**src/rtl/mvb_pkg.sv**
```systemverilog
// Shared definitions for the MVB delimiter sequencer: fmt codes, default
// delimiter patterns/lengths, FSM state type and a max-length helper.
package mvb_pkg;

    localparam logic [1:0] FMT_ILLEGAL = 2'b00;
    localparam logic [1:0] FMT_MASTER  = 2'b01;
    localparam logic [1:0] FMT_SLAVE   = 2'b10;
    localparam logic [1:0] FMT_END     = 2'b11;

    localparam int unsigned M_LEN_DEF = 18;
    localparam int unsigned S_LEN_DEF = 18;
    localparam int unsigned E_LEN_DEF = 4;

    localparam logic [17:0] M_PAT_DEF = 18'b111001001001000000;
    localparam logic [17:0] S_PAT_DEF = 18'b111111110110110110;
    localparam logic [3:0]  E_PAT_DEF = 4'b0110;

    typedef enum logic {
        ST_IDLE = 1'b0,
        ST_SEND = 1'b1
    } state_e;

    function automatic int unsigned max_len(input int unsigned a,
                                            input int unsigned b,
                                            input int unsigned c);
        int unsigned m;
        m = (a > b) ? a : b;
        return (m > c) ? m : c;
    endfunction

endpackage

```
**src/rtl/mvb_sym_ticker.sv**
```systemverilog
// Symbol hold counter: counts 0..OVS-1 while enabled and flags the last
// clock of each symbol with sym_last.
module mvb_sym_ticker #(
    parameter int unsigned OVS = 1
) (
    input  logic clk_3M,
    input  logic reset,
    input  logic clr,
    input  logic en,
    output logic sym_last
);

    localparam int unsigned        HOLD_W   = $clog2(OVS) + 1;
    localparam logic [HOLD_W-1:0]  HOLD_MAX = HOLD_W'(OVS - 1);

    logic [HOLD_W-1:0] hold_q, hold_d;

    assign sym_last = en && (hold_q == HOLD_MAX);

    always_comb begin
        hold_d = hold_q;
        if (clr) begin
            hold_d = '0;
        end else if (en) begin
            hold_d = sym_last ? '0 : hold_q + 1'b1;
        end
    end

    always_ff @(posedge clk_3M) begin
        if (reset) begin
            hold_q <= '0;
        end else begin
            hold_q <= hold_d;
        end
    end

endmodule

```
**src/rtl/mvb_delim_seq.sv**
```systemverilog
// MVB frame-delimiter sequencer: latches a delimiter on start/ready and
// shifts it MSB-first onto line_out, each symbol held for OVS clocks.
module mvb_delim_seq
    import mvb_pkg::*;
#(
    parameter int unsigned       OVS      = 1,
    parameter logic              IDLE_LVL = 1'b0,
    parameter int unsigned       M_LEN    = M_LEN_DEF,
    parameter int unsigned       S_LEN    = S_LEN_DEF,
    parameter int unsigned       E_LEN    = E_LEN_DEF,
    parameter logic [M_LEN-1:0]  M_PAT    = M_PAT_DEF,
    parameter logic [S_LEN-1:0]  S_PAT    = S_PAT_DEF,
    parameter logic [E_LEN-1:0]  E_PAT    = E_PAT_DEF
) (
    input  logic       clk_3M,
    input  logic       reset,
    input  logic       start,
    input  logic [1:0] fmt,
    input  logic       abort,
    output logic       ready,
    output logic       tx_en,
    output logic       line_out,
    output logic       done,
    output logic       fmt_err,
    output logic       aborted
);

    localparam int unsigned MAX_W = max_len(M_LEN, S_LEN, E_LEN);
    localparam int unsigned SYM_W = $clog2(MAX_W) + 1;

    // Patterns left-aligned so the first symbol is always at bit MAX_W-1.
    localparam logic [MAX_W-1:0] M_AL = MAX_W'(M_PAT) << (MAX_W - M_LEN);
    localparam logic [MAX_W-1:0] S_AL = MAX_W'(S_PAT) << (MAX_W - S_LEN);
    localparam logic [MAX_W-1:0] E_AL = MAX_W'(E_PAT) << (MAX_W - E_LEN);

    state_e            state_q, state_d;
    logic [MAX_W-1:0]  sr_q, sr_d;
    logic [SYM_W-1:0]  sym_q, sym_d;
    logic [SYM_W-1:0]  last_q, last_d;
    logic              ready_q, ready_d;
    logic              tx_en_q, tx_en_d;
    logic              line_q, line_d;
    logic              done_q, done_d;
    logic              fmt_err_q, fmt_err_d;
    logic              aborted_q, aborted_d;

    logic [MAX_W-1:0]  pat_sel;
    logic [SYM_W-1:0]  last_sel;
    logic              sym_last;
    logic              tick_en;
    logic              tick_clr;

    assign tick_en  = (state_q == ST_SEND);
    assign tick_clr = (state_q != ST_SEND) || abort;

    mvb_sym_ticker #(
        .OVS (OVS)
    ) u_ticker (
        .clk_3M   (clk_3M),
        .reset    (reset),
        .clr      (tick_clr),
        .en       (tick_en),
        .sym_last (sym_last)
    );

    always_comb begin
        pat_sel  = M_AL;
        last_sel = SYM_W'(M_LEN - 1);
        unique case (fmt)
            FMT_SLAVE: begin
                pat_sel  = S_AL;
                last_sel = SYM_W'(S_LEN - 1);
            end
            FMT_END: begin
                pat_sel  = E_AL;
                last_sel = SYM_W'(E_LEN - 1);
            end
            default: ;
        endcase
    end

    always_comb begin
        state_d   = state_q;
        sr_d      = sr_q;
        sym_d     = sym_q;
        last_d    = last_q;
        ready_d   = ready_q;
        tx_en_d   = tx_en_q;
        line_d    = line_q;
        done_d    = 1'b0;
        fmt_err_d = 1'b0;
        aborted_d = 1'b0;
        case (state_q)
            ST_IDLE: begin
                ready_d = 1'b1;
                tx_en_d = 1'b0;
                line_d  = IDLE_LVL;
                if (start && ready_q) begin
                    if (fmt == FMT_ILLEGAL) begin
                        fmt_err_d = 1'b1;
                    end else begin
                        state_d = ST_SEND;
                        sr_d    = pat_sel;
                        sym_d   = '0;
                        last_d  = last_sel;
                        ready_d = 1'b0;
                        tx_en_d = 1'b1;
                        line_d  = pat_sel[MAX_W-1];
                    end
                end
            end
            ST_SEND: begin
                // abort has priority over the final-symbol completion
                if (abort) begin
                    state_d   = ST_IDLE;
                    ready_d   = 1'b1;
                    tx_en_d   = 1'b0;
                    line_d    = IDLE_LVL;
                    aborted_d = 1'b1;
                end else if (sym_last) begin
                    if (sym_q == last_q) begin
                        state_d = ST_IDLE;
                        ready_d = 1'b1;
                        tx_en_d = 1'b0;
                        line_d  = IDLE_LVL;
                        done_d  = 1'b1;
                    end else begin
                        sr_d   = sr_q << 1;
                        sym_d  = sym_q + 1'b1;
                        line_d = sr_d[MAX_W-1];
                    end
                end
            end
            default: state_d = ST_IDLE;
        endcase
    end

    always_ff @(posedge clk_3M) begin
        if (reset) begin
            state_q   <= ST_IDLE;
            sr_q      <= '0;
            sym_q     <= '0;
            last_q    <= '0;
            ready_q   <= 1'b1;
            tx_en_q   <= 1'b0;
            line_q    <= IDLE_LVL;
            done_q    <= 1'b0;
            fmt_err_q <= 1'b0;
            aborted_q <= 1'b0;
        end else begin
            state_q   <= state_d;
            sr_q      <= sr_d;
            sym_q     <= sym_d;
            last_q    <= last_d;
            ready_q   <= ready_d;
            tx_en_q   <= tx_en_d;
            line_q    <= line_d;
            done_q    <= done_d;
            fmt_err_q <= fmt_err_d;
            aborted_q <= aborted_d;
        end
    end

    assign ready    = ready_q;
    assign tx_en    = tx_en_q;
    assign line_out = line_q;
    assign done     = done_q;
    assign fmt_err  = fmt_err_q;
    assign aborted  = aborted_q;

endmodule

```
**config.mk**
```make
export PLATFORM = sky130hd
export DESIGN_NAME = mvb_delim_seq
export DESIGN_NICKNAME = d
export VERILOG_FILES = /design/src/rtl/mvb_pkg.sv /design/src/rtl/mvb_sym_ticker.sv /design/src/rtl/mvb_delim_seq.sv
export SDC_FILE = /design/constraint.sdc
export NUM_CORES = 1
export LEC_CHECK = 0
export ABC_AREA = 1
export ABC_CLOCK_PERIOD_IN_PS = 1800
export CORE_MARGIN = 5
export CORE_UTILIZATION = 35
export DETAILED_ROUTE_END_ITERATION = 16
export PLACE_DENSITY_LB_ADDON = 0.08
export SLEW_MARGIN = 15
export SYNTH_ARGS = -nofsm -noshare
export SYNTH_HDL_FRONTEND = slang
export SYNTH_SLANG_ARGS = --single-unit
```
**constraint.sdc**
```tcl
create_clock -name clk_3M -period 1.8 [get_ports clk_3M]
set_input_delay 0.18 -clock clk_3M [delete_from_list [all_inputs] [get_ports clk_3M]]
set_output_delay 0.18 -clock clk_3M [all_outputs]
set_load 0.01 [all_outputs]
```
==> impl_metrics.json <==
{
  "start_kind": "flop",
  "drc": 0,
  "antenna_left": 0,
  "die-height_um": 80.6,
  "synth_top_area_share_pct": 37.8,
  "cts_buffers": 5,
  "crit_fanout": 12,
  "min_period_over_period_pct": 80.8,
  "hold_end": "ready",
  "synth_ff_type": "dfxtp_1",
  "synth_cell_type_count": 30,
  "cp_data_arrival_time_ns": 1.67,
  "cts.clk_slew.worst_paths_ns": 0.07,
  "vias_per_cell": 4.55,
  "synth_most_common_cell": "nand2_1",
  "fin_area_sq_um": 2000,
  "cts_tree": "done",
  "synth-edff-count": 0,
  "synthCells": 225,
  "hold_path.class": "reg2reg",
  "rsz0062_at_grt": "false",
  "synth.top_cells.by_count": "57 x nand2_1, 33 x dfxtp_1, 27 x nand3_1, 18 x nand2_2, 17 x nor2_1",
  "yosysTopAreaCell": "dfxtp_1",
  "port_buffers": 11,
  "final-hold-violation-count": 0,
  "ir_drop_uv": 396,
  "gp_congestion": 0.747,
  "die_area_sq_um": 6500,
  "antenna_found_initial": 0,
  "hold_depth": 2,
  "holdCritStartpoint": "ready",
  "p_leak_nw": 0.847,
  "p_total_mw": 1.72,
  "wl_um": 3630,
  "drt_pass1_iterations": 4,
  "cts_buffer_depth": 2,
  "grt_overflow": 0,
  "drive_above_1_share_pct": 23.8,
  "groute.usage.overall_pct": 13.0,
  "hold_buffers": 0,
  "synth.yosys.seq_area_share_pct": 37.8,
  "critical_path_class": "reg2reg",
  "clock_latency_ns": 0.28,
  "num_vias": 1397,
  "synth.top_cells.by_area": "dfxtp_1 38%, nand2_1 12%, nand3_1 7.7%",
  "drt_iter0_drc": 54,
  "async_reset_ff_share_pct": 0,
  "htree_levels": 2,
  "maxSlewViolCount": 0,
  "syn_area_sq_um": 1750,
  "rr_startpoint": "sym_q[1]",
  "cts.sinks": 33,
  "final_nets": 252,
  "max_freq_mhz": 687,
  "wire_per_inst_um": 11.8,
  "cts-root-buf": "clkbuf_8",
  "outcome": "complete, no violations",
  "synthesis.area_per_instance_sq_um": 7.76,
  "placed_cell_area_sq_um": 1910,
  "worstSetupEndpointType": "flop",
  "fillers": 479,
  "ys_ff_latch": 33,
  "setup_viol": 0,
  "required_ns": 2.02,
  "area.growth.synth_to_final_pct": 14.3,
  "final_core_util_pct": 41.7,
  "power.density_nw_per_um2": 860,
  "reg2reg_depth": 9,
  "dp_hpwl_um": 2460,
  "timing.max_cap.violations": 0,
  "finalClockSkew_ns": 0.00623,
  "ioPinCount": 12,
  "ff2ff_setup_slack_ns": 0.35,
  "grt_pass1_vias": 1338,
  "yosys_warnings": 0,
  "start_util_pct": 36.5,
  "die_x_um": 80.6,
  "grt_first_pass_wirelength_um": 6430,
  "post_cts_resized": 0,
  "synth_nets": 237,
  "postCtsSetupBuffers": 0,
  "antenna_cells": 0,
  "coreArea_sq_um": 4790,
  "grt_max_degree": 25,
  "fin_crit_ns": 1.45,
  "critical_path.reg2reg.endpoint": "sr_q[12]",
  "rows": 25,
  "setup_tns_ns": 0
}
per-layer routing:
layer	wire length, um	GRT usage, %	part of all wire, %
met3	99	3.14	2.7
met4	54	6.08	1.5
met1	1860	17.3	51
met2	1620	19.7	45
met5	0	0	0
critical path, stage by stage (launching register included):
cell	delay [ns]
dfxtp_1	0.41
inv_1	0.06
nand2_1	0.05
nand2_1	0.08
nor2_4	0.12
nand2_4	0.10
nand2_8	0.12
buf_4	0.20
nand3_1	0.10
a21oi_2	0.14
report_power, final:
group	total, mW	internal (mW)	switching, mW	leakage, nW
logic	0.345	0.122	0.223	0.533
clock network	0.562	0.303	0.258	0.0443
registers	0.810	0.779	0.0308	0.270
total	1.72	1.20	0.512	0.847
state kept, by name (all words and copies together) (netlist names):
name	cells
fmt_err	1
u_ticker.hold_q	1
sym_q	6
ready	1
tx_en	1
aborted	1
state_q	1
done	1
sr_q	16
line_out	1
last_q	3
kinds of logic (layout without fill, tap and decap cells):
family          after synthesis  after routing  synth area share [%]
other cells                   1              1                 0.215
fa+ha+maj                     6              6                  4.30
buf+inv                      28             43                  8.53
compound gates               25             25                  10.4
flops                        33             33                  37.8
simple gates                132            132                  38.7
area by class of cell:
class	instances	area [sq um]	area share, %
Clock buffer	7	86.3	4.33
Inverter	19	73.8	3.70
Multi-Input combinational cell	164	936	46.9
Sequential cell	33	661	33.1
Tap cell	67	83.8	4.20
Timing Repair Buffer	17	155	7.77
worst max-delay path by stage:
| stage | from | to | slack, ns |
|---|---|---|---|
| global route | sym_q[1] | sr_q[2] | 0.16 |
| global placement | fmt[0] | last_q[1] | 0.04 |
| detailed placement | fmt[0] | last_q[1] | 0.02 |
| finish | sym_q[1] | sr_q[12] | 0.35 |
| floorplan | sym_q[1] | sym_q[4] | 0.51 |
| CTS | fmt[0] | last_q[1] | 0.31 |
per-stage QoR:
step,worst slack [ns],hold WS (ns),instances
after global placement,0.0358,0.471,300
after floorplan,0.507,0.258,225
after detailed placement,0.0176,0.469,300
after global routing,0.161,0.501,307
after CTS,0.310,0.472,307
final,0.345,0.479,307
cells in the final DEF (no fill, tap or decap), types with 11 or more instances in the layout:
| cell type | instances |
|---|---|
| a21oi_2 | 14 |
| inv_1 | 15 |
| nand2_1 | 57 |
| clkdlybuf4s50_1 | 11 |
| dfxtp_1 | 33 |
| nand2_2 | 18 |
| nor2_1 | 17 |
| nand3_1 | 27 |
No activity file was read; power rests on OpenSTA's default activity.
==> patch, RTL diff (config.mk and constraints unchanged) <==
`sr_q` no longer has a reset.
--- a/src/rtl/mvb_delim_seq.sv
+++ b/src/rtl/mvb_delim_seq.sv
@@ -138,7 +138,6 @@
     always_ff @(posedge clk_3M) begin
         if (reset) begin
             state_q   <= ST_IDLE;
-            sr_q      <= '0;
             sym_q     <= '0;
             last_q    <= '0;
             ready_q   <= 1'b1;
@@ -149,7 +148,6 @@
             aborted_q <= 1'b0;
         end else begin
             state_q   <= state_d;
-            sr_q      <= sr_d;
             sym_q     <= sym_d;
             last_q    <= last_d;
             ready_q   <= ready_d;
@@ -161,6 +159,10 @@
         end
     end
 
+    always_ff @(posedge clk_3M) begin
+        sr_q <= sr_d;
+    end
+
     assign ready    = ready_q;
     assign tx_en    = tx_en_q;
     assign line_out = line_q;
Check against the original RTL: same outputs for any inputs over 10 cycles, from zero or initial values and one cycle with reset high; that may be too few to reach the edited logic, so the function may still have changed.
==> patch against the original RTL <==
Combinational power is 37% lower; non-clock buffer count is 1 lower; area after synthesis is 13% lower; via count is 21% lower; critical path type unchanged; final area is 7.1% lower; total power is 12% higher; synthesized cell count is 26% lower; sequential share of layout area is 11 points higher; setup slack better by 0.020 ns; routed wire length is 19% lower; sequential cell count stayed put; core utilization is 1.5 points higher.
==> patch: results (changes against the original RTL) <==
diode count 0 (unchanged); syn_nets 179 (-24%); fmax 697 MHz (+1.4%); YS warnings 0 (unchanged); vias in the first global route 1081 (-19%); Pre-Repair DR Iteration Count 5 (+1); largest cells by area after synthesis edfxtp_1 32%, dfxtp_1 22%, nand2_1 13%, ha_1 4.9%, nand3_1 3.9%; result of the run completed; Arr. time, crit path 1.48 ns (-0.19 ns); antenna violations before repair 0 (unchanged); Clk pwr share 0.431 (+0.104); final hold vios 0 (unchanged); largest net degree at the start of global routing 19 (-24%); gpl congestion 0.850 (+14%); worst-skew pair later-pin latency 0.28 ns (about the same); clk_skew 0.00493 ns (-0.00130 ns); first-pass GRT wire length 5060 um (-21%); IO buf count 11 (unchanged); highest cell delay on the worst timing path 0.40 ns; CTS H-tree depth 2 (unchanged); CTS Buffer Depth 2 (unchanged); Comb. pwr 219 uW (-37%); postcts setup bufs 0 (unchanged); # DRC 0 (unchanged); hold depth 2 (unchanged); CP max-delay cell dfxtp_1; CTS clock-pin slew for the worst setup and hold paths 0.07 ns (about the same); hpwl dp 2160 um (-12%); Worst Reg-to-Reg Cells 8 (-1); Synth area leader edfxtp_1; EDFF count, synth 16 (+16); prevailing post-synth register cell dfxtp_1; register area share after synthesis 0.538 (+0.160); DRT iter0 DRCs 58 (+7.4%); post_cts resized 0 (unchanged); DP Worst Slack 0.0784 ns (+0.0608 ns); share of cells above drive strength 1 0.166 (-0.0717); worst hold path class reg2reg; final wirelength 2950 um (-19%); top cells by count, synth 52 x nand2_1, 17 x dfxtp_1, 16 x edfxtp_1, 15 x inv_1, 12 x nand3_1; GRT Overall Usage 0.109 (-0.0212); Final nets 198 (-21%); top flop regs sr_q x16, sym_q x6, last_q x3; Crit Path Max Fanout 18 (+6); DR vias/cell 4.64 (+2.0%); cts bufs inserted 5 (unchanged); switching part of the total power 0.226 (-0.0724); flop-to-flop setup slack 0.37 ns (+0.02 ns); worst vdd ir 0.526 mV (+33%); CTS root buf clkbuf_8; number of library cell types mapped by synthesis 28 (-6.7%); asr flop ratio synth 0 (unchanged); P_leak 0.819 nW (-3.3%)
patch: cell types whose count changed in the layout (fill, tap and decap cells not counted), sizes merged, moves of 2 or more:
cell    unedited run  this run
or2                0         2
nand2             79        57
nor2              22        12
clkbuf             7         5
bufinv             0         2
nand4              0         2
nand3             27        13
edfxtp             0        16
dfxtp             33        17
a21oi             20         9
patch: worst paths after layout:
path | to | start
setup / recovery | sr_q[7] | sym_q[0]
hold / removal | last_q[0] | last_q[0]
setup reg to reg | sr_q[7] | sym_q[0]
hold reg to reg | last_q[0] | last_q[0]
patch: metrics by stage:
step / instance area [um2] / hold WS, ns / power (mW) / utilization / cells
2_1_floorplan: 1530 / 0.259 / 1.03 / - / 167
3_3_place_gp: 1720 / 0.463 / 1.10 / 0.401 / 231
3_5_place_dp: 1720 / 0.475 / 1.11 / 0.401 / 231
4_1_cts: 1850 / 0.484 / 1.94 / 0.432 / 239
5_1_grt: 1850 / 0.506 / 2.01 / 0.432 / 239
6_report: 1850 / 0.482 / 1.92 / 0.432 / 239
patch: per-layer routing:
metal	track usage	wire (um)	up-vias	part of all wire
li1	-	-	573	-
met1	0.140	1430	512	0.48
met2	0.165	1360	19	0.46
met3	0.0366	118	5	0.040
met4	0.0480	39	0	0.013
met5	0	0	-	0
patch: layout make-up:
type	count	area (um2)
fillers	436	2440
flip-flops and latches	33	821
multi-input cells	110	594
repair buffers	16	160
inverters	20	80.1
clock buffers	5	68.8
clock inverters	3	65.1
well taps	52	65.1
patch: logic make-up after synthesis:
kind of cell,after synthesis,synth area share
simple gates,89,0.287
flops,33,0.538
buf+inv,24,0.0722
compound gates,14,0.0509
fa+ha+maj,6,0.0492
other cells,1,0.00246
patch: worst max-delay path: cells and delay by family (launching register included):
family,cells,cell delay (ns)
buf+inv,2,0.21
simple gates,6,0.57
flops,1,0.40
